[src/rtl/obj_pkg.sv]
// Shared types and constants for the OBJ affine sequencing path.
package obj_pkg;

  typedef enum logic [2:0] {
    ST_IDLE,
    ST_CHECK,
    ST_FETCH,
    ST_SETUP,
    ST_RUN,
    ST_DONE
  } obj_state_t;

  localparam int OAM_AFF_BASE     = 3;
  localparam int OAM_AFF_STRIDE   = 4;
  localparam int OAM_GROUP_STRIDE = 16;

  localparam int ACC_W  = 28;
  localparam int FRAC_W = 8;

endpackage

[src/rtl/obj_affine_stepper.sv]
// Texel accumulators for one affine OBJ: start-value multiplies, per-column
// stepping with freeze, and texel/transparency decode.
module obj_affine_stepper
  import obj_pkg::*;
(
  input  logic        clock,
  input  logic        reset_n,
  input  logic        load,
  input  logic        step,
  input  logic [15:0] pa,
  input  logic [15:0] pb,
  input  logic [15:0] pc,
  input  logic [15:0] pd,
  input  logic [7:0]  ry,
  input  logic [7:0]  half_w,
  input  logic [7:0]  half_h,
  input  logic [7:0]  hsize,
  input  logic [7:0]  vsize,
  output logic [5:0]  tx,
  output logic [5:0]  ty,
  output logic        transparent
);

  logic signed [9:0]        dy;
  logic signed [9:0]        dx0;
  logic signed [ACC_W-1:0]  pa_x, pb_x, pc_x, pd_x, dy_x, dx_x;
  logic signed [ACC_W-1:0]  hoff, voff;
  logic signed [ACC_W-1:0]  tx_start, ty_start;
  logic signed [ACC_W-1:0]  tx_acc, ty_acc;
  logic [ACC_W-FRAC_W-1:0]  tx_int, ty_int;

  // Offsets from the bounding-box centre, measured from its top-left column.
  assign dy  = signed'({2'b00, ry}) - signed'({2'b00, half_h});
  assign dx0 = -signed'({2'b00, half_w});

  assign pa_x = ACC_W'(signed'(pa));
  assign pb_x = ACC_W'(signed'(pb));
  assign pc_x = ACC_W'(signed'(pc));
  assign pd_x = ACC_W'(signed'(pd));
  assign dy_x = ACC_W'(dy);
  assign dx_x = ACC_W'(dx0);

  assign hoff = ACC_W'(hsize[7:1]) << FRAC_W;
  assign voff = ACC_W'(vsize[7:1]) << FRAC_W;

  assign tx_start = pa_x * dx_x + pb_x * dy_x + hoff;
  assign ty_start = pc_x * dx_x + pd_x * dy_x + voff;

  always_ff @(posedge clock or negedge reset_n) begin
    if (!reset_n) begin
      tx_acc <= '0;
      ty_acc <= '0;
    end else if (load) begin
      tx_acc <= tx_start;
      ty_acc <= ty_start;
    end else if (step) begin
      tx_acc <= tx_acc + pa_x;
      ty_acc <= ty_acc + pc_x;
    end
  end

  assign tx_int = tx_acc[ACC_W-1:FRAC_W];
  assign ty_int = ty_acc[ACC_W-1:FRAC_W];
  assign tx     = tx_acc[FRAC_W+5:FRAC_W];
  assign ty     = ty_acc[FRAC_W+5:FRAC_W];

  // Sign bit catches negative integer parts before the unsigned size compare.
  assign transparent = tx_acc[ACC_W-1] || ty_acc[ACC_W-1] ||
                       (tx_int >= (ACC_W-FRAC_W)'(hsize)) ||
                       (ty_int >= (ACC_W-FRAC_W)'(vsize));

endmodule

[src/rtl/obj_affine_seq.sv]
// Sequences one affine OBJ across a scanline: row check, OAM parameter fetch,
// setup, then one column per cycle into a valid/ready pixel stream.
module obj_affine_seq
  import obj_pkg::*;
#(
  parameter int SCREEN_W = 240
) (
  input  logic        clock,
  input  logic        reset_n,
  input  logic        start,
  input  logic        abort,
  input  logic [7:0]  row,
  input  logic [8:0]  objx,
  input  logic [7:0]  objy,
  input  logic [7:0]  hsize,
  input  logic [7:0]  vsize,
  input  logic        dblsize,
  input  logic [4:0]  group,
  output logic        mem_req,
  output logic [8:0]  mem_addr,
  input  logic        mem_ack,
  input  logic [15:0] mem_rdata,
  output logic        pix_valid,
  input  logic        pix_ready,
  output logic [7:0]  pix_x,
  output logic [5:0]  pix_tx,
  output logic [5:0]  pix_ty,
  output logic        pix_transparent,
  output logic        pix_last,
  output logic        busy,
  output logic        done
);

  localparam logic [8:0] SCOL_END  = 9'(SCREEN_W);
  localparam logic [8:0] SCOL_LAST = 9'(SCREEN_W - 1);

  obj_state_t  state, state_nxt;
  logic [7:0]  row_r, objy_r, hsize_r, vsize_r;
  logic [8:0]  objx_r;
  logic        dblsize_r;
  logic [4:0]  group_r;
  logic [1:0]  fetch_k;
  logic        req_r;
  logic [15:0] pa, pb, pc, pd;
  logic [7:0]  col;
  logic [8:0]  bw, bh, scol;
  logic [7:0]  ry;
  logic        row_hit, on_screen, last_col, edge_col;
  logic        valid_int, advance, run_end;
  logic [5:0]  tx, ty;
  logic        transparent;

  assign bw        = {1'b0, hsize_r} << dblsize_r;
  assign bh        = {1'b0, vsize_r} << dblsize_r;
  assign ry        = row_r - objy_r;
  assign row_hit   = {1'b0, ry} < bh;
  assign scol      = objx_r + {1'b0, col};
  assign on_screen = scol < SCOL_END;
  assign last_col  = {1'b0, col} == (bw - 9'd1);
  assign edge_col  = scol == SCOL_LAST;

  // Column counter plus accumulators form the output register; they hold while stalled.
  assign valid_int = (state == ST_RUN) && on_screen;
  assign advance   = !valid_int || pix_ready;
  assign run_end   = advance && (last_col || edge_col);

  always_ff @(posedge clock or negedge reset_n) begin
    if (!reset_n) state <= ST_IDLE;
    else          state <= state_nxt;
  end

  always_comb begin
    state_nxt = state;
    if (abort) begin
      state_nxt = ST_IDLE;
    end else begin
      case (state)
        ST_IDLE:  if (start) state_nxt = ST_CHECK;
        ST_CHECK: state_nxt = row_hit ? ST_FETCH : ST_DONE;
        ST_FETCH: if (mem_ack && fetch_k == 2'd3) state_nxt = ST_SETUP;
        ST_SETUP: state_nxt = ST_RUN;
        ST_RUN:   if (run_end) state_nxt = ST_DONE;
        ST_DONE:  state_nxt = ST_IDLE;
        default:  state_nxt = ST_IDLE;
      endcase
    end
  end

  always_ff @(posedge clock or negedge reset_n) begin
    if (!reset_n) begin
      row_r     <= '0;
      objx_r    <= '0;
      objy_r    <= '0;
      hsize_r   <= '0;
      vsize_r   <= '0;
      dblsize_r <= 1'b0;
      group_r   <= '0;
    end else if (state == ST_IDLE && start) begin
      row_r     <= row;
      objx_r    <= objx;
      objy_r    <= objy;
      hsize_r   <= hsize;
      vsize_r   <= vsize;
      dblsize_r <= dblsize;
      group_r   <= group;
    end
  end

  always_ff @(posedge clock or negedge reset_n) begin
    if (!reset_n) begin
      req_r   <= 1'b0;
      fetch_k <= '0;
      pa      <= '0;
      pb      <= '0;
      pc      <= '0;
      pd      <= '0;
    end else if (abort) begin
      req_r   <= 1'b0;
    end else if (state == ST_CHECK && row_hit) begin
      req_r   <= 1'b1;
      fetch_k <= '0;
    end else if (state == ST_FETCH && mem_ack) begin
      case (fetch_k)
        2'd0:    pa <= mem_rdata;
        2'd1:    pb <= mem_rdata;
        2'd2:    pc <= mem_rdata;
        default: pd <= mem_rdata;
      endcase
      fetch_k <= fetch_k + 2'd1;
      if (fetch_k == 2'd3) req_r <= 1'b0;
    end
  end

  always_ff @(posedge clock or negedge reset_n) begin
    if (!reset_n)                    col <= '0;
    else if (state == ST_SETUP)      col <= '0;
    else if (state == ST_RUN && advance) col <= col + 8'd1;
  end

  obj_affine_stepper u_stepper (
    .clock       (clock),
    .reset_n     (reset_n),
    .load        (state == ST_SETUP),
    .step        (state == ST_RUN && advance),
    .pa          (pa),
    .pb          (pb),
    .pc          (pc),
    .pd          (pd),
    .ry          (ry),
    .half_w      (bw[8:1]),
    .half_h      (bh[8:1]),
    .hsize       (hsize_r),
    .vsize       (vsize_r),
    .tx          (tx),
    .ty          (ty),
    .transparent (transparent)
  );

  assign mem_req  = req_r;
  assign mem_addr = req_r ? 9'(int'(group_r) * OAM_GROUP_STRIDE + OAM_AFF_BASE +
                               int'(fetch_k) * OAM_AFF_STRIDE) : '0;

  assign pix_valid       = valid_int;
  assign pix_x           = valid_int ? scol[7:0] : '0;
  assign pix_tx          = valid_int ? tx : '0;
  assign pix_ty          = valid_int ? ty : '0;
  assign pix_transparent = valid_int && transparent;
  assign pix_last        = valid_int && (last_col || edge_col);
  assign busy            = (state != ST_IDLE) && (state != ST_DONE);
  assign done            = (state == ST_DONE);

endmodule
[config.mk]
export PLATFORM = sky130hd
export DESIGN_NAME = obj_affine_seq
export DESIGN_NICKNAME = d
export VERILOG_FILES = /design/src/rtl/obj_pkg.sv /design/src/rtl/obj_affine_stepper.sv /design/src/rtl/obj_affine_seq.sv
export SDC_FILE = /design/constraint.sdc
export NUM_CORES = 2
export LEC_CHECK = 0
export CAP_MARGIN = 15
export CORE_ASPECT_RATIO = 1.75
export CORE_MARGIN = 3
export CORE_UTILIZATION = 70
export CTS_BUF_LIST = sky130_fd_sc_hd__clkbuf_2 sky130_fd_sc_hd__clkbuf_4 sky130_fd_sc_hd__clkbuf_8
export CTS_CLUSTER_DIAMETER = 80
export DETAILED_ROUTE_END_ITERATION = 12
export PLACE_DENSITY_LB_ADDON = 0.15
export SLEW_MARGIN = 20
export SYNTH_ARGS = -nofsm -noshare
export SYNTH_HDL_FRONTEND = slang
export SYNTH_SLANG_ARGS = --single-unit
[constraint.sdc]
create_clock -name clock -period 15.8 [get_ports clock]
set_clock_uncertainty 0.2 [all_clocks]
set_input_delay 3.16 -clock clock [delete_from_list [all_inputs] [get_ports clock]]
set_output_delay 3.16 -clock clock [all_outputs]
set_load 0.05 [all_outputs]
Word-level counts from Yosys, hierarchy flattened. Index checks and enable logic that the tools add are counted.

Bits in registers: 181. Input port bits: 69. Output and inout bits: 35. Logic and storage cells: 112.

Add/sub/neg operators: 15. Multiply operators: 4. Order comparisons: 4. Eq/ne operators: 14. Shifts and indexed selects: 2. Muxes and demuxes: 22. Bitwise logic cells: 3. Reductions and logical operators: 31.

Operators with widths (count): adder 28 x 16 -> 28 bit (4); 2-to-1 mux 28 bit (4); adder 28 bit (2); multiplier 16 x 10 -> 26 bit (2); multiplier 16 x 9 -> 25 bit (2); greater-or-equal comparator 20 x 8 -> 1 bit (2); 2-to-1 mux 8 bit (3); << shifter 8 x 1 -> 9 bit (2); AND reduction 4 bit (4); 2-to-1 mux 3 bit (5); case mux 3 bit (5 select lines) (1); 2-to-1 mux 6 bit (2); != test 3 bit (second input constant) (4); logical AND 1 bit (10); negation 8 -> 10 bit (1); adder 9 x 2 -> 9 bit (second input constant) (1); adder 9 x 4 -> 9 bit (1); adder 9 x 8 -> 9 bit (1); == test 8 x 9 -> 1 bit (1); == test 9 x 8 -> 1 bit (second input constant) (1); less-than comparator 8 x 9 -> 1 bit (1); less-than comparator 9 x 8 -> 1 bit (second input constant) (1); 2-to-1 mux 9 bit (1); nonzero test 3 bit (3); 21 further kinds (36).

Longest topological paths before layout.
Depth after elaboration: 9. Mapped depth: 45. Gate-level depth less buffers: 43.

Hierarchy. From an unflattened synthesis, not the netlist that was laid out.

Cell total of the unflattened synthesis: 3775. Area, all modules: 35421.5 um^2.

Modules (own cells, without submodules): obj_affine_stepper (times used 1, cells each 3190, area an instance 28722.5 um^2, seq. area each 1401.3 um^2); obj_affine_seq (times used 1, cells each 585, area an instance 6698.9 um^2, seq. area each 3128.0 um^2).

Least setup slack after synthesis. No wires, ideal clock.

Kind: flip-flop to flip-flop. Start: register dblsize_r. End: register u_stepper.tx_acc[26]. Setup time: 104 ps. Arrival: 8994 ps. Setup slack: 6502 ps. Cell stages (with the launch flop): 42. Buffers on the path: 4. Cell sequence: dfrtp_1 > buf_2 > buf_2 > buf_1 > nand2_1 > a21boi_0 > inv_1 > ha_1 > fa_1 > nor2b_1 > o21ai_0 > nand2b_1 > nand3_1 > nand2_1 > a21o_1 > a21o_1 > clkbuf_1 > or2_2 > [... 6 more ...] > fa_1 > inv_1 > ha_1 > a21oi_1 > o21ai_0 > a21oi_1 > xnor2_1 > fa_1 > ha_1 > nand2_1 > o21ai_0 > a2111oi_2 > o31ai_1 > a221oi_2 > o21a_1 > o21ai_0 > xor2_1 > a221oi_1.

Word-level cells in the longest chain between the ends: 6.

RTL lines: start: declaration (RTL line obj_affine_seq.sv:40) `logic dblsize_r;`; start signal: assignment (RTL line obj_affine_seq.sv:104) `dblsize_r <= dblsize;`; << shifter 8 x 1 -> 9 bit, on equally long branches (RTL line obj_affine_seq.sv:53, obj_affine_seq.sv:54); negation 8 -> 10 bit or subtractor 8 x 8 -> 9 bit (tied branches) (RTL line obj_affine_stepper.sv:34, obj_affine_stepper.sv:33); multiplier 16 x 10 -> 26 bit or multiplier 16 x 9 -> 25 bit (tied branches) (RTL line obj_affine_stepper.sv:46) `assign tx_start = pa_x * dx_x + pb_x * dy_x + hoff;`; adder 28 bit * (RTL line obj_affine_stepper.sv:46); adder 28 x 16 -> 28 bit * (RTL line obj_affine_stepper.sv:46); 2-to-1 mux 28 bit * (RTL line obj_affine_stepper.sv:53) `end else if (load) begin`; end signal: assignment (RTL line obj_affine_stepper.sv:54) `tx_acc <= tx_start;`; end signal: assignment (RTL line obj_affine_stepper.sv:57) `tx_acc <= tx_acc + pa_x;`; end: declaration (RTL line obj_affine_stepper.sv:29) `logic signed [ACC_W-1:0] tx_acc, ty_acc;`.

Mark *: on every way between the ends. The rest lies on a longest branch, timed or not. A chain may end at the register's enable or synchronous reset.

Worst setup path after layout.
Start: register row_r[0]. End: register u_stepper.tx_acc[27].

Word-level cells in the longest chain between the ends: 6.

RTL lines: start: declaration (RTL line obj_affine_seq.sv:38) `logic [7:0] row_r, objy_r, hsize_r, vsize_r;`; start signal: assignment (RTL line obj_affine_seq.sv:99) `row_r <= row;`; subtractor 8 bit (RTL line obj_affine_seq.sv:55) `assign ry = row_r - objy_r;`; subtractor 8 x 8 -> 9 bit (RTL line obj_affine_stepper.sv:33) `assign dy = signed'({2'b00, ry}) - signed'({2'b00, half_h});`; multiplier 16 x 9 -> 25 bit (RTL line obj_affine_stepper.sv:46); adder 28 bit (RTL line obj_affine_stepper.sv:46); adder 28 x 16 -> 28 bit (RTL line obj_affine_stepper.sv:46); 2-to-1 mux 28 bit (RTL line obj_affine_stepper.sv:53).

No other way between the ends.

==> impl_metrics.csv <==
group,metric,value,unit
clocking,cts_tree,"yes",
layout,nFillCells,3917,
yosys,synth_fa_ha_area_frac,0.438,
global_routing,grt_overflow_total,0,
yosys,syn_nets,5046,
worst_setup_path,cp-end-kind,"flip-flop",
worst_setup_path,path_common_cell,"fa_1",
worst_setup_path,cp-start-kind,"flip-flop",
worst_setup_path,cp_slowest_cell,"a2111oi_0",
global_routing,grt_antenna_before_repair,7,
clocking,htreeDepth,4,
global_routing,grt_pass1_wl,163,mm
worst_setup_path,reg2reg_from,"row_r[0]",
routing,antenna_left,0,
worst_hold_path,hold_path_depth,1,
worst_setup_path,r2r-end,"u_stepper.tx_acc[27]",
worst_hold_path,min_to,"group_r[2]",
floorplanning,dieArea,55300,um^2
timing,drv_slew,0,
floorplanning,ios,104,
clocking,cts.path.max_buffers,2,
timing,fin_crit_sh,0.667,
clocking,cts_root_buffer,"clkbuf_8",
worst_setup_path,reg2regPathDepth,40,
routing,vias_per_cell,6.23,
routing,drcViolationCount,0,
timing,slew-limit-headroom,0.326,
timing,setup_viol,0,
yosys,synth_compound_area_frac,0.115,
worst_setup_path,reg2reg_slack,5270,ps
layout,register_area,4530,um^2
layout,synthToLayoutAreaGrowth,5.59,%
yosys,synth_edf_count,0,
layout,nets,5037,
yosys,yosys_register_bits,181,
yosys,synth_most_common_cell,"fa_1",
floorplanning,fp.coreArea,51600,um^2
floorplanning,floorplan.rows,110,
floorplanning,initial_core_util,0.710,
routing,wire_per_inst,21.7,um
layout,final_layout_size_suffix_gt1_frac,0.0565,
yosys,synth_cell_types,82,
yosys,synthTopCellsByArea,"fa_1 29%, ha_1 14%, dfrtp_1 12%",
yosys,yosysWarningCount,0,
yosys,async_flop_share,1.00,
worst_setup_path,critPathArrivalTime,10710,ps
timing,max_slew.worst_pin.slew,1010,ps
placement,dp.final_hpwl,81.1,mm
worst_hold_path,hp-class,"flip-flop to flip-flop",
global_routing,grt_pass1_vias,31038,
clocking,cts_made_buffers,17,
yosys,synthesis.instances,4016,
placement,place_congestion,0.994,
clocking,cts_hold_buffers,0,
clocking,cts.sinks,181,
layout,multiInputGateArea,29700,um^2
clocking,cts_resized,0,
timing,layout_setup_ws,5270,ps
global_routing,grt.total_usage,0.383,
clocking,clock_latency,520,ps
routing,dr_total_vias,29274,
global_routing,grt_max_degree,72,
floorplanning,dieWidth,179,um
yosys,ys_seq_area_frac,0.124,
yosys,synth.area.mux_share,0.0314,
yosys,synth-xor-area-share,0.0580,
timing,fmax,94.9,MHz
yosys,synth_common_cells,"537 x fa_1, 516 x inv_1, 424 x ha_1",
status,status,"finished, final reports clean",
yosys,syn_area,36700,um^2
floorplanning,die_h,309,um
yosys,synth-simple-area-share,0.164,
yosys,ys.flop_type,"dfrtp_1",
routing,firstDrtPassIters,6,
yosys,synthesis.area_per_instance,9.13,um^2
yosys,synth_top_family_by_area,"adder cells",
clocking,cts_setup_buffers,0,
timing,rsz0062_at_grt,"false",
worst_setup_path,crit_required,15980,ps
yosys,yosys.area.top_type_share,0.293,
timing,hold_viol,0,
worst_setup_path,crit_path_max_fanout,32,
timing,finalSetupTns,0,ps
run,cap_violations,0,
routing,drt_iter0_markers,1862,
routing,drt-total-wl,102,mm
yosys,synth_top_area_cell,"fa_1",
timing,min_period,10530,ps
worst_hold_path,min_from,"group_r[2]",
worst_setup_path,crit_type,"flip-flop to flip-flop",
layout,utilization,0.750,
worst_setup_path,critPathMaxStageDelay,760,ps
placement,port_buffers,103,
placement,post-place-ws,5470,ps
clocking,clk_pin_slew,100,ps
per-stage QoR:
step,instance area (um^2),instances,hold WS [ps]
after floorplan,36700,4016,273
after global placement,38200,4660,281
after detailed placement,38200,4660,290
after CTS,38700,4692,314
after global routing,38700,4696,329
final,38700,4700,311
how the worst max path moves through the flow:
stage | start | endpoint | slack (ps) | cells after the start
global route | row_r[0] | u_stepper.tx_acc[27] | 4870 | 40
finish | row_r[0] | u_stepper.tx_acc[27] | 5270 | 40
detailed placement | row_r[0] | u_stepper.tx_acc[27] | 5470 | 40
global placement | row_r[0] | u_stepper.tx_acc[23] | 5600 | 40
floorplan | dblsize_r | u_stepper.tx_acc[26] | 6500 | 41
CTS | row_r[0] | u_stepper.tx_acc[27] | 5360 | 40
per-layer routing:
metal / share of wire / global-route usage / up-vias
met3: 0.072 / 0.0758 / 439
li1: - / - / 13114
met1: 0.35 / 0.437 / 14534
met5: 0 / 0 / -
met4: 0.076 / 0.253 / 0
met2: 0.50 / 0.647 / 1187
cells by family (layout without fill, tap and decap cells):
| group | after synthesis | after routing |
|---|---|---|
| flip-flops | 181 | 181 |
| AND/OR/NAND/NOR | 1187 | 1187 |
| other | 0 | 8 |
| multiplexers | 104 | 104 |
| buffers and inverters | 676 | 680 |
| XOR/XNOR | 242 | 242 |
| adder cells (fa/ha/maj) | 961 | 961 |
| AO/OA/AOI/OAI | 665 | 665 |
layout make-up:
type	instances	share of cell area
multi-input cells	3159	0.767
flip-flops and latches	181	0.117
inverters	516	0.0500
repair buffers	132	0.0324
well taps	672	0.0217
clock buffers	19	0.00643
clock inverters	13	0.00498
diodes	8	0.000517
registers in the layout, summed over array words and instances (netlist names):
| name | count |
|---|---|
| col | 8 |
| dblsize_r | 1 |
| fetch_k | 2 |
| group_r | 5 |
| hsize_r | 8 |
| mem_req | 1 |
| objx_r | 9 |
| objy_r | 8 |
| pa | 16 |
| pb | 16 |
| pc | 16 |
| pd | 16 |
| row_r | 8 |
| state | 3 |
| u_stepper.tx_acc | 28 |
| u_stepper.ty_acc | 28 |
| vsize_r | 8 |
layout by cell type, fill, tap and decap left out, types with 36 or more instances in the layout:
cell type and instances:
nand3_1 53, nand2b_1 94, clkdlybuf4s50_1 102, nor2b_1 116, xnor2_1 137, o21ai_0 137, nor2_1 182, and2_1 220
or2_2 40, nand2_1 360, a21o_1 67, fa_1 537, dfrtp_1 181, a211oi_1 41, ha_1 424, a21oi_1 207
xor2_1 95, inv_1 516, mux2_2 89, nor3_1 36
worst max-delay path: cells and delay by family (launching register included):
family                   cells  cell delay [ps]
XOR/XNOR                     3              510
buffers and inverters        6              590
adder cells (fa/ha/maj)     11             4520
flip-flops                   1              380
AND/OR/NAND/NOR              7             1020
AO/OA/AOI/OAI               13             3150
Power is not shown: default switching activity piles up to over one toggle a cycle in this logic, so the estimate is an artifact.
